==> config.mk <==
export PLATFORM = sky130hd
export DESIGN_NAME = rf_wb_arbiter
export DESIGN_NICKNAME = d
export VERILOG_FILES = /design/src/rtl/rf_wb_arbiter.sv
export SDC_FILE = /design/constraint.sdc
export NUM_CORES = 1
export LEC_CHECK = 0
export ABC_AREA = 1
export BUFFER_PORTS_ARGS = -buffer_cell sky130_fd_sc_hd__buf_2
export CAP_MARGIN = 20
export CORE_ASPECT_RATIO = 0.75
export CORE_MARGIN = 5
export CORE_UTILIZATION = 25
export DETAILED_ROUTE_END_ITERATION = 7
export PLACE_DENSITY = 0.47
export SLEW_MARGIN = 20
export SYNTH_ARGS = -nofsm -noshare
export SYNTH_HDL_FRONTEND = slang
export SYNTH_SLANG_ARGS = --single-unit
==> constraint.sdc <==
create_clock -name clk -period 2 [get_ports clk]
set_input_delay 0.4 -clock clk [delete_from_list [all_inputs] [get_ports clk]]
set_output_delay 0.4 -clock clk [all_outputs]
set_load 0.005 [all_outputs]
==> src/rtl/rf_wb_arbiter.sv <==
// Writeback arbiter for the RegisterFile write port.
// Round-robin ALU/load arbitration, pending-load scoreboard, hazard detect.
module rf_wb_arbiter #(
   parameter int XLEN = 32,
   parameter int NREG = 32,
   parameter int AW   = 5
) (
   input  logic            clk,
   input  logic            rst,
   input  logic            alu_valid,
   output logic            alu_ready,
   input  logic [AW-1:0]   alu_rd,
   input  logic [XLEN-1:0] alu_data,
   input  logic            ld_valid,
   output logic            ld_ready,
   input  logic [AW-1:0]   ld_rd,
   input  logic [XLEN-1:0] ld_data,
   input  logic            issue_ld,
   input  logic [AW-1:0]   issue_rd,
   input  logic [AW-1:0]   chk_rs1,
   input  logic [AW-1:0]   chk_rs2,
   output logic            hazard,
   output logic            rf_en,
   output logic [AW-1:0]   rf_rd,
   output logic [XLEN-1:0] rf_data,
   output logic [NREG-1:0] pending
);

   logic            prio_q, prio_d;
   logic            en_q, en_d;
   logic [AW-1:0]   rd_q, rd_d;
   logic [XLEN-1:0] data_q, data_d;
   logic [NREG-1:0] pend_q, pend_d;
   logic            alu_hs, ld_hs;
   logic            hz1, hz2;

   // Grant: prio picks the winner on conflict; nothing is granted in reset
   always_comb begin
      alu_ready = !rst && !(ld_valid && prio_q);
      ld_ready  = !rst && !(alu_valid && !prio_q);
      alu_hs    = alu_valid && alu_ready;
      ld_hs     = ld_valid && ld_ready;
   end

   // Next state: priority flip on conflict, output capture, scoreboard
   always_comb begin
      prio_d = prio_q;
      en_d   = 1'b0;
      rd_d   = rd_q;
      data_d = data_q;
      pend_d = pend_q;
      if (alu_valid && ld_valid) begin
         prio_d = ~prio_q;
      end
      if (alu_hs) begin
         en_d   = (alu_rd != '0);
         rd_d   = alu_rd;
         data_d = alu_data;
      end else if (ld_hs) begin
         en_d   = (ld_rd != '0);
         rd_d   = ld_rd;
         data_d = ld_data;
      end
      if (ld_hs) begin
         pend_d[ld_rd] = 1'b0;
      end
      if (issue_ld && (issue_rd != '0)) begin
         pend_d[issue_rd] = 1'b1;
      end
      pend_d[0] = 1'b0;
   end

   // State registers with synchronous reset
   always_ff @(posedge clk) begin
      if (rst) begin
         prio_q <= 1'b0;
         en_q   <= 1'b0;
         rd_q   <= '0;
         data_q <= '0;
         pend_q <= '0;
      end else begin
         prio_q <= prio_d;
         en_q   <= en_d;
         rd_q   <= rd_d;
         data_q <= data_d;
         pend_q <= pend_d;
      end
   end

   // Read-after-load hazard: outstanding load or write landing this cycle
   always_comb begin
      hz1 = (chk_rs1 != '0) &&
            (pend_q[chk_rs1] || (en_q && (rd_q == chk_rs1)));
      hz2 = (chk_rs2 != '0) &&
            (pend_q[chk_rs2] || (en_q && (rd_q == chk_rs2)));
      hazard = hz1 || hz2;
   end

   assign rf_en   = en_q;
   assign rf_rd   = rd_q;
   assign rf_data = data_q;
   assign pending = pend_q;

endmodule

==> results of run 1 <==
[how the worst max path moves through the flow]
| stage | startpoint | to | slack, ns | cells past startpoint |
|---|---|---|---|---|
| global placement | chk_rs2[1] | hazard | 0.07 | 13 |
| floorplan | chk_rs1[0] | hazard | 0.31 | 12 |
| global route | pending[6]$_SDFF_PP0_ | hazard | -0.05 | 13 |
| detailed placement | chk_rs1[1] | hazard | 0.09 | 10 |
| finish | pending[31]$_SDFF_PP0_ | hazard | 0.04 | 11 |
| CTS | pending[21]$_SDFF_PP0_ | hazard | 0.005 | 11 |
[metal layers]
layer  share of wire  wire, um
met5               0         0
met3           0.066      1030
met1            0.46      7060
met2            0.47      7250
met4           0.011       176
[power by group]
group | total [W] | internal [W] | switching [W]
Combinational | 0.000663 | 0.000279 | 0.000383
Sequential | 0.00150 | 0.00146 | 0.0000473
Clock | 0.00152 | 0.000937 | 0.000587
[logic make-up (layout without fill, tap and decap cells)]
| kind of cell | count (synthesis) | after routing | synth area share |
|---|---|---|---|
| simple gates | 246 | 246 | 0.265 |
| other cells | 1 | 1 | 0.000951 |
| buf+inv | 85 | 263 | 0.102 |
| compound gates | 190 | 190 | 0.276 |
| flops | 70 | 70 | 0.355 |
[registers in the layout, summed over array words and instances, names as in the netlist]
name	count
rf_data	32
pending	31
rf_rd	5
prio_q	1
rf_en	1
[placed cells by master, fill, tap and decap left out, types with 3 or more instances in the layout]
cell       count
a21oi_1       70
buf_2        163
buf_4         24
clkbuf_16      9
clkbuf_8       3
dfxtp_1       51
dfxtp_2       14
dfxtp_4        5
inv_1         46
inv_2          4
inv_4          5
nand2_1      159
nand2_2        7
nand3_1       43
nor2_1        15
nor3_1        13
o21a_1        32
o21ai_0       36
o21ai_1       34
o22ai_1        7
[metrics by stage]
stage	std cells	area (um2)	utilization	hold slack (ns)
2_1_floorplan	592	3940	-	0.460
3_3_place_gp	954	4990	0.325	0.452
3_5_place_dp	954	4990	0.325	0.452
4_1_cts	970	5290	0.344	0.335
5_1_grt	975	5400	0.352	0.349
6_report	975	5400	0.352	0.348
[timing repair]
item,in CTS,in global routing
setup buffers,0,5
cloned,0,0
setup endpoints to repair,1,1
resized for setup,3,49
pin swaps,0,12
[worst max-delay path, cell delays in order, from the launching register on]
cell and delay [ns]:
dfxtp_1 0.40, inv_1 0.10, nand2_1 0.07, nand3_1 0.08, nand3_1 0.09, nand3_1 0.07
nand3_1 0.08, nand2_1 0.05, nand2_1 0.05, nand2_1 0.07, nand2_1 0.06, buf_2 0.10
[final cells by class]
| type | instances | share of cell area |
|---|---|---|
| flip-flops and latches | 70 | 0.266 |
| multi-input cells | 437 | 0.401 |
| well taps | 205 | 0.0475 |
| clock buffers | 13 | 0.0500 |
| repair buffers | 190 | 0.190 |
| inverters | 57 | 0.0428 |
| clock inverters | 3 | 0.00324 |
==> summary.txt, run 1 <==
Run status
  – Outcome: completed

Die
  – Die area: 18400 um2
  – Die X: 155 um
  – Site Rows: 39
  – Initial Utilization: 0.257
  – Die Span Y: 119 um
  – I/O pin total: 167
  – Core Region: 15400 um2

Synthesis
  – Seq cells post-synth: 70
  – Top cell type's share of synthesized area: 0.355
  – EDFF count, synth: 0
  – Post-synthesis cell type count: 33
  – Post-synthesis sequential area ratio: 0.355
  – Syn Area/Cell: 6.66 um2
  – Dominant cells by area after synthesis: dfxtp_1, nand2_1, a21oi_1
  – Synth top cells by count: nand2_1, a21oi_1, dfxtp_1
  – Yosys warnings: 0
  – Synthesized area: 3940 um2
  – Yosys top cell by area: dfxtp_1
  – Async set-reset flop share out of synthesis: 0
  – Top-count cell post-synth: nand2_1
  – Syn Nets: between 600 and 700
  – Main synth FF type: dfxtp_1
  – Cells after Synth: 592

Clocking
  – Clock slew seen by the registers of the worst setup and hold paths: 0.06 ns
  – H-tree level count: 3
  – CTS Buf Count: 9
  – CTS tree: done
  – Root buffer cell: clkbuf_16
  – Clock latency on the worst-skew pair: 0.33 ns
  – Sink Count: 70
  – Worst-case clock buffer depth: 2
  – Hold buffer count at cts: 0

Detailed routing
  – Via count: 4559
  – Wire length per cell: 15.9 um
  – Remaining DRCs: 0
  – Drt total wl: 15.5 mm
  – Vias per Instance: 4.68
  – DRT antenna net count: 0
  – Iteration-0 DRC Markers: 279
  – 1st-pass router iterations: 5

Power
  – Power Total: 0.00369 W
  – Power per standard cell area: 683 nW/um2
  – Maximum vdd drop: 0.404 mV
  – Leakage: 2.47 nW

GRT
  – Initial antenna violation count: 0
  – Total grt overflow: 0
  – Global routing usage on met1: 0.221
  – Largest net degree at the start of global routing: 38
  – Met2 Use GR: 0.268
  – First-pass GRT wire length: 24.6 mm
  – Met3 Use GR: 0.0438
  – Number of global-route vias before repair: 4658
  – Gr busiest metal: met2
  – Total GRT Usage: 0.166

Timing
  – Final TNS setup: 0 ns
  – Hold Violations, Final: 0
  – Minimum clock period: between 1.5 and 2 ns
  – Worst Skew: 0.00762 ns
  – Pins Over Slew Limit: 0
  – Worst slew pin tran: 0.517 ns
  – Finish-stage setup viols: 0
  – Tcrit/Tclk final: 0.981
  – RSZ-0062 raised after global routing: yes
  – Final worst slack: approximately 0.037 ns
  – Relative slew slack: 0.652
  – F_max: 509 MHz

Finish
  – Layout cells sized above 1: 0.326
  – Final net count: 859
  – Storage cell area: roughly 1400 um2
  – Layout area overhead: 37.0%
  – Area of the multi-input gates: 2160 um2
  – # diodes: 0
  – Fillers: 1705

Worst setup path
  – Startpoint type of the worst setup path: register
  – Crit path arrival time: 1.56 ns
  – R2r worst-path depth: 7
  – RR Startpoint: prio_q$_SDFFE_PP0P_
  – Reg2reg end: pending[17]$_SDFF_PP0_
  – Required @ worst endpoint: around 1.6 ns
  – Worst reg-to-reg setup slack: 0.43 ns
  – CP endpoint kind: output port
  – CP Max Fanout: 3
  – Crit path kind: reg -> out

Hold path
  – Hold EP: rf_data[15]$_SDFFE_PP0P_
  – Min-delay worst type: in -> reg
  – Hold path depth: 3
  – Beginning of the worst hold path: alu_data[15]

Place
  – Gp weighted congestion: 0.884
  – Setup WS pre-CTS: 0.0867 ns
  – IO Port Bufs: 165
  – Detailed placer's ending HPWL: 12.3 mm

Job
  – Max-cap violations: 0
Note: power is estimated with default switching activity, not from simulation.
==> run 2, diff against run 1 <==
- CELL_PAD_IN_SITES_DETAIL_PLACEMENT: unset -> 0
- CELL_PAD_IN_SITES_GLOBAL_PLACEMENT: unset -> 1
- PLACE_DENSITY: 0.47 -> 0.65
==> run 2 against run 1 <==
Against the previous run:
- clock power decreased by 7%
- routed wire length is 0.59% lower
- global-route usage is essentially flat
- register-to-register slack about the same
- worst setup slack improved by 0.047 ns
- critical path depth stayed put
- clock skew fell by 0.0034 ns
- via count rose by 0.24%
- sequential power hardly changed
- sequential share of layout area is 0.65 points higher
- combinational power decreased by 2%
- design area decreased by 2.3%
==> summary.txt, run 2 (synthesis gave the netlist of run 1 again) <==
Finish
  – Max reg flops: 32 (unchanged)
  – Layout cells sized above 1: 0.318 (was 0.326)
  – Final net count: 850 (was 859)
  – Fillers: 1694 (was 1705)
  – # diodes: 0 (unchanged)
  – Commonest non-fill, non-tap cell in the layout: nand2_1 (was buf_2)
  – Final Non-Filler Cells: 964 (was 975)
  – Commonest non-fill, non-tap cells in the layout: nand2_1, buf_2, a21oi_1 (was buf_2, nand2_1, a21oi_1)
  – Final instance area: 5280 um2 (was 5400 um2)
  – Fin util: 0.343 (was 0.352)
  – Layout area overhead: 33.9% (was 37.0%)

Die
  – Core Region: 15400 um2 (unchanged)
  – I/O pin total: 167 (unchanged)
  – Die area: 18400 um2 (unchanged)
  – Site Rows: 39 (unchanged)
  – Initial Utilization: 0.257 (unchanged)
  – Die X: 155 um (unchanged)
  – Die Span Y: 119 um (unchanged)

Detailed routing
  – 1st-pass router iterations: 5 (unchanged)
  – Wire length per cell: 16.0 um (was 15.9 um)
  – Iteration-0 DRC Markers: 200 (was 279)
  – Drt total wl: 15.4 mm (was 15.5 mm)
  – Vias per Instance: 4.74 (was 4.68)
  – Remaining DRCs: 0 (unchanged)
  – Via count: 4570 (was 4559)
  – DRT antenna net count: 0 (unchanged)

Power
  – Psw: 0.000989 W (was 0.00102 W)
  – Switching share of power: 0.277 (was 0.276)
  – Leakage: 2.41 nW (was 2.47 nW)
  – Clock power share: 0.396 (was 0.413)
  – Seq pwr share: 0.422 (was 0.408)
  – Combinational share of power: 0.182 (was 0.179)
  – Maximum vdd drop: 0.399 mV (was 0.404 mV)
  – P_int: 0.00259 W (was 0.00267 W)
  – Power per standard cell area: 677 nW/um2 (was 683 nW/um2)

Worst setup path
  – Crit path arrival time: 1.52 ns (was 1.56 ns)
  – Crit path kind: reg -> out (unchanged)
  – CP endpoint kind: output port (unchanged)
  – R2r worst-path depth: 8 (was 7)
  – Startpoint type of the worst setup path: register (unchanged)
  – Required @ worst endpoint: 1.60 ns (about the same)
  – CP Max Fanout: 3 (unchanged)

GRT
  – Largest net degree at the start of global routing: 38 (unchanged)
  – Total GRT Usage: 0.166 (about the same)
  – Total grt overflow: 0 (unchanged)
  – First-pass GRT wire length: 24.4 mm (was 24.6 mm)
  – Initial antenna violation count: 0 (unchanged)
  – Number of global-route vias before repair: 4565 (was 4658)

Place
  – IO Port Bufs: 165 (unchanged)
  – Setup WS pre-CTS: 0.0502 ns (was 0.0867 ns)
  – DP Area: 4960 um2 (was 4990 um2)
  – Detailed placer's ending HPWL: 12.2 mm (was 12.3 mm)
  – Dpl cells: 949 (was 954)
  – Gp weighted congestion: 0.880 (was 0.884)

Timing
  – Worst Skew: 0.00417 ns (was 0.00762 ns)
  – Worst slew pin tran: 0.504 ns (was 0.517 ns)
  – Relative slew slack: 0.661 (was 0.652)
  – RSZ-0062 raised after global routing: yes (unchanged)
  – Hold Violations, Final: 0 (unchanged)
  – Tcrit/Tclk final: 0.958 (was 0.981)
  – Finish-stage setup viols: 0 (unchanged)
  – Final worst slack: 0.0846 ns (was 0.0373 ns)
  – Minimum clock period: 1.92 ns (was 1.96 ns)
  – F_max: 522 MHz (was 509 MHz)
  – Pins Over Slew Limit: 0 (unchanged)

Clocking
  – Sink Count: 70 (unchanged)
  – Clock slew seen by the registers of the worst setup and hold paths: 0.05 ns (was 0.06 ns)
  – Root buffer cell: clkbuf_16 (unchanged)
  – CTS tree: done (unchanged)
  – CTS Buf Count: 9 (unchanged)
  – Clock latency on the worst-skew pair: 0.33 ns (about the same)
  – H-tree level count: 3 (unchanged)
  – Worst-case clock buffer depth: 2 (unchanged)

Run status
  – Outcome: completed (unchanged)

Job
  – Max-cap violations: 0 (unchanged)

Hold path
  – Min-delay worst type: in -> reg (unchanged)
  – Hold path depth: 3 (unchanged)
[run 2: changes by cell type in the layout (fill, tap and decap cells not counted), moves of 5 or more]
cell / change
nand2_1: +6
dfxtp_1: -7
dfxtp_2: +10
buf_4: -8
nand2_2: -6
inv_2: +5
[run 2: what timing repair did]
action	in CTS	in global routing
pin swaps	0	5
endpoints found under the hold margin	0	0
gates resized for setup	3	44
setup endpoints to repair	1	1
buffers inserted	0	1
hold buffers	0	0
[run 2: layout make-up]
class                           count  area (um2)  share of cell area
Timing Repair Buffer              181         958               0.182
Clock inverter                      2        10.0             0.00190
Sequential cell                    70        1440               0.273
Multi-Input combinational cell    437        2140               0.406
Tap cell                          205         256              0.0486
Clock buffer                       12         246              0.0467
Inverter                           57         224              0.0424
[run 2: path summary, 6_finish.rpt]
kind	from	endpoint	slack, ns
worst max-delay path	pending[27]$_SDFF_PP0_	hazard	0.08
worst min-delay path	alu_rd[2]	rf_rd[2]$_SDFFE_PP0P_	0.33
worst max register to register	prio_q$_SDFFE_PP0P_	rf_data[8]$_SDFFE_PP0P_	0.44
worst min register to register	rf_data[29]$_SDFFE_PP0P_	rf_data[29]$_SDFFE_PP0P_	0.46
[run 2: through the flow]
step                      power [W]  TNS [ns]  hold slack (ns)
final                       0.00357         0            0.328
after global routing        0.00376   -0.0702            0.335
after CTS                   0.00362         0            0.318
after detailed placement    0.00218         0            0.452
after global placement      0.00218         0            0.450
after floorplan             0.00191         0            0.460
[run 2: worst max-delay path, stage by stage (launching register included)]
cell and delay [ns]:
dfxtp_2 0.34, inv_1 0.11, nand2_1 0.07, nand3_1 0.08
nand3_1 0.07, nand3_1 0.07, nand3_1 0.08, nand2_1 0.07
nand2_1 0.06, nand2_2 0.06, nand2_1 0.05, buf_2 0.12
[run 2: power by group through the flow]
stage | Sequential [W] | Combinational [W] | Clock, W
after global routing | 0.00152 | 0.000734 | 0.00151
after CTS | 0.00151 | 0.000648 | 0.00147
final | 0.00151 | 0.000651 | 0.00141
after detailed placement | 0.00154 | 0.000645 | 0
after floorplan | 0.00154 | 0.000378 | 0
after global placement | 0.00154 | 0.000640 | 0
[run 2: metal layers]
layer  track usage  wire length (um)  up-vias
li1              -                 -     2315
met4        0.0612               365        0
met5             0                 0        -
met1         0.221              6990     2062
met2         0.257              7010      166
met3        0.0438              1060       27
==> run 3, diff against run 2 <==
- CORE_UTILIZATION: 25 -> 32
- PLACE_DENSITY: 0.65 -> 0.79
==> run 3 against run 2 <==
Against the previous run:
- count of clock-buffer cells in the layout decreased by 1
- critical endpoint unchanged
- highest routed layer is now met5
- clock power increased by 31%
- routed wire length decreased by 3.9%
- first-iteration DRC count increased by 110%
- hold slack improved by 0.013 ns
==> summary.txt, run 3 (synthesis gave the netlist of run 1 again) <==
Clocking
  – H-tree level count: 3 (unchanged)
  – CTS tree: done (unchanged)
  – Clock slew seen by the registers of the worst setup and hold paths: 0.06 ns (was 0.05 ns)
  – Clock latency on the worst-skew pair: 0.33 ns (about the same)
  – Worst-case clock buffer depth: 2 (unchanged)
  – Hold buffer count at cts: 0 (unchanged)
  – Root buffer cell: clkbuf_16 (unchanged)
  – Sink Count: 70 (unchanged)
  – CTS Buf Count: 9 (unchanged)

Worst setup path
  – Worst setup path start: pending[24]$_SDFF_PP0_ (was pending[27]$_SDFF_PP0_)
  – CP Depth: 11 (unchanged)
  – CP max stage delay: 0.45 ns (was 0.34 ns)
  – R2r worst-path depth: 8 (unchanged)
  – Crit path arrival time: 1.52 ns (about the same)
  – CP Max Fanout: 4 (was 3)
  – Crit-path slowest cell: dfxtp_1 (was dfxtp_2)
  – Largest delay contributor family on the critical path: simple AND/OR/NAND/NOR gates (unchanged)
  – Cell mode on critical path: nand2_1
  – CP endpoint kind: output port (unchanged)
  – Required @ worst endpoint: 1.60 ns (about the same)
  – Startpoint type of the worst setup path: register (unchanged)
  – RR Startpoint: prio_q$_SDFFE_PP0P_ (unchanged)
  – Worst Path Buf+Inv: 1 (was 2)
  – Crit path kind: reg -> out (unchanged)
  – Crit-path cells: nand2_1, nand2_1, nand2_1, nand3_1, nand3_1, nand3_1, nand2_1, nand2_1, nand2_1, nand2_1, buf_2 (was inv_1, nand2_1, nand3_1, nand3_1, nand3_1, nand3_1, nand2_1, nand2_1, nand2_2, nand2_1, buf_2)

Timing
  – Finish-stage setup viols: 0 (unchanged)
  – F_max: 520 MHz (was 522 MHz)
  – Worst slew pin tran: 0.708 ns (was 0.504 ns)
  – Pins Over Slew Limit: 0 (unchanged)
  – Minimum clock period: 1.92 ns (about the same)
  – Worst Skew: 0.00841 ns (was 0.00417 ns)
  – Final TNS setup: 0 ns (unchanged)
  – Worst hold margin: 0.340 ns (was 0.328 ns)
  – Hold Violations, Final: 0 (unchanged)
  – Tcrit/Tclk final: 0.961 (was 0.958)
  – Relative slew slack: 0.528 (was 0.661)

Die
  – Die Span Y: 106 um (was 119 um)
  – Die area: 14700 um2 (was 18400 um2)
  – Site Rows: 35 (was 39)
  – Core Region: 12200 um2 (was 15400 um2)
  – I/O pin total: 167 (unchanged)
  – Initial Utilization: 0.324 (was 0.257)
  – Die X: 138 um (was 155 um)

GRT
  – Global routing usage on met1: 0.251 (was 0.221)
  – Initial antenna violation count: 1 (was 0)
  – Gr busiest metal: met2 (unchanged)
  – First-pass GRT wire length: 23.2 mm (was 24.4 mm)
  – Total GRT Usage: 0.195 (was 0.166)
  – Met3 Use GR: 0.0459 (was 0.0438)
  – Met2 Use GR: 0.326 (was 0.257)
  – Total grt overflow: 0 (unchanged)
  – Number of global-route vias before repair: 4438 (was 4565)
  – Largest net degree at the start of global routing: 69 (was 38)

Power
  – Psw: 0.00102 W (was 0.000989 W)
  – Switching share of power: 0.255 (was 0.277)
  – Seq pwr share: 0.375 (was 0.422)
  – Power Total: 0.00401 W (was 0.00357 W)
  – Power per standard cell area: 749 nW/um2 (was 677 nW/um2)
  – Clock power share: 0.461 (was 0.396)
  – P_int: 0.00299 W (was 0.00259 W)
  – Leakage: 2.48 nW (was 2.41 nW)
  – Combinational share of power: 0.164 (was 0.182)
  – Maximum vdd drop: 0.404 mV (was 0.399 mV)

Detailed routing
  – Via count: 4644 (was 4570)
  – 1st-pass router iterations: 5 (unchanged)
  – DRT antenna net count: 0 (unchanged)
  – Drt total wl: 14.8 mm (was 15.4 mm)
  – Iteration-0 DRC Markers: 423 (was 200)
  – Wire length per cell: 15.9 um (was 16.0 um)
  – Vias per Instance: 4.98 (was 4.74)
  – Remaining DRCs: 0 (unchanged)

Hold path
  – Hold path depth: 2 (was 3)
  – Min-delay worst type: in -> reg (unchanged)
  – Beginning of the worst hold path: rst (was alu_rd[2])

Finish
  – Layout cells sized above 1: 0.325 (was 0.318)
  – Max reg flops: 32 (unchanged)
  – # diodes: 0 (unchanged)
  – Commonest non-fill, non-tap cell in the layout: nand2_1 (unchanged)
  – Final net count: 855 (was 850)
  – Layout area overhead: 36.0% (was 33.9%)
  – Commonest non-fill, non-tap cells in the layout: nand2_1, buf_2, a21oi_1 (unchanged)
  – Final Non-Filler Cells: 932 (was 964)
  – Fin util: 0.440 (was 0.343)

Place
  – Gp weighted congestion: 0.919 (was 0.880)
  – IO Port Bufs: 165 (unchanged)
  – Detailed placer's ending HPWL: 11.7 mm (was 12.2 mm)
  – Dpl cells: 915 (was 949)

Run status
  – Outcome: completed (unchanged)

Job
  – Max-cap violations: 0 (unchanged)
## run 3: cell types whose count changed in the layout (fill, tap and decap cells not counted), moves of 3 or more
cell       previous run  this run
dfxtp_2              24        17
dfxtp_1              44        50
inv_1                44        40
inv_2                 9        13
buf_4                16        19
bufinv_16             0         3
## run 3: power by group through the flow
stage          Clock (W)  Combinational [W]  Sequential, W
2_1_floorplan          0           0.000378        0.00154
6_report         0.00185           0.000657        0.00151
3_5_place_dp           0           0.000651        0.00154
5_1_grt          0.00195           0.000731        0.00152
3_3_place_gp           0           0.000647        0.00154
4_1_cts          0.00188           0.000653        0.00151
## run 3: path summary, 6_finish.rpt
kind | endpoint | slack (ns)
max | hazard | 0.08
min | prio_q$_SDFFE_PP0P_ | 0.34
max reg2reg | rf_data[5]$_SDFFE_PP0P_ | 0.42
min reg2reg | rf_data[15]$_SDFFE_PP0P_ | 0.46
## run 3: through the flow
step	setup slack (ns)	instance area (um2)
after floorplan	0.305	3940
after CTS	0.0114	5300
after detailed placement	0.0318	4950
final	0.0775	5360
after global routing	-0.000604	5360
after global placement	-0.0216	4950
## run 3: routing by layer
metal | vias up | share of wire
met3 | 25 | 0.061
li1 | 2313 | -
met1 | 2150 | 0.45
met2 | 154 | 0.47
met5 | - | 0.00088
met4 | 2 | 0.016
## run 3: what timing repair did
| action | CTS | global route |
|---|---|---|
| buffers inserted | 0 | 1 |
| cloned | 0 | 0 |
| pin swaps | 0 | 1 |
| gates resized for setup | 4 | 43 |
| setup endpoints to repair | 1 | 1 |
## run 3: cell type report
type	instances	area, um2
multi-input cells	437	2150
inverters	57	228
well taps	166	208
flip-flops and latches	70	1430
fillers	1309	6810
clock buffers	11	243
clock inverters	5	106
repair buffers	186	993
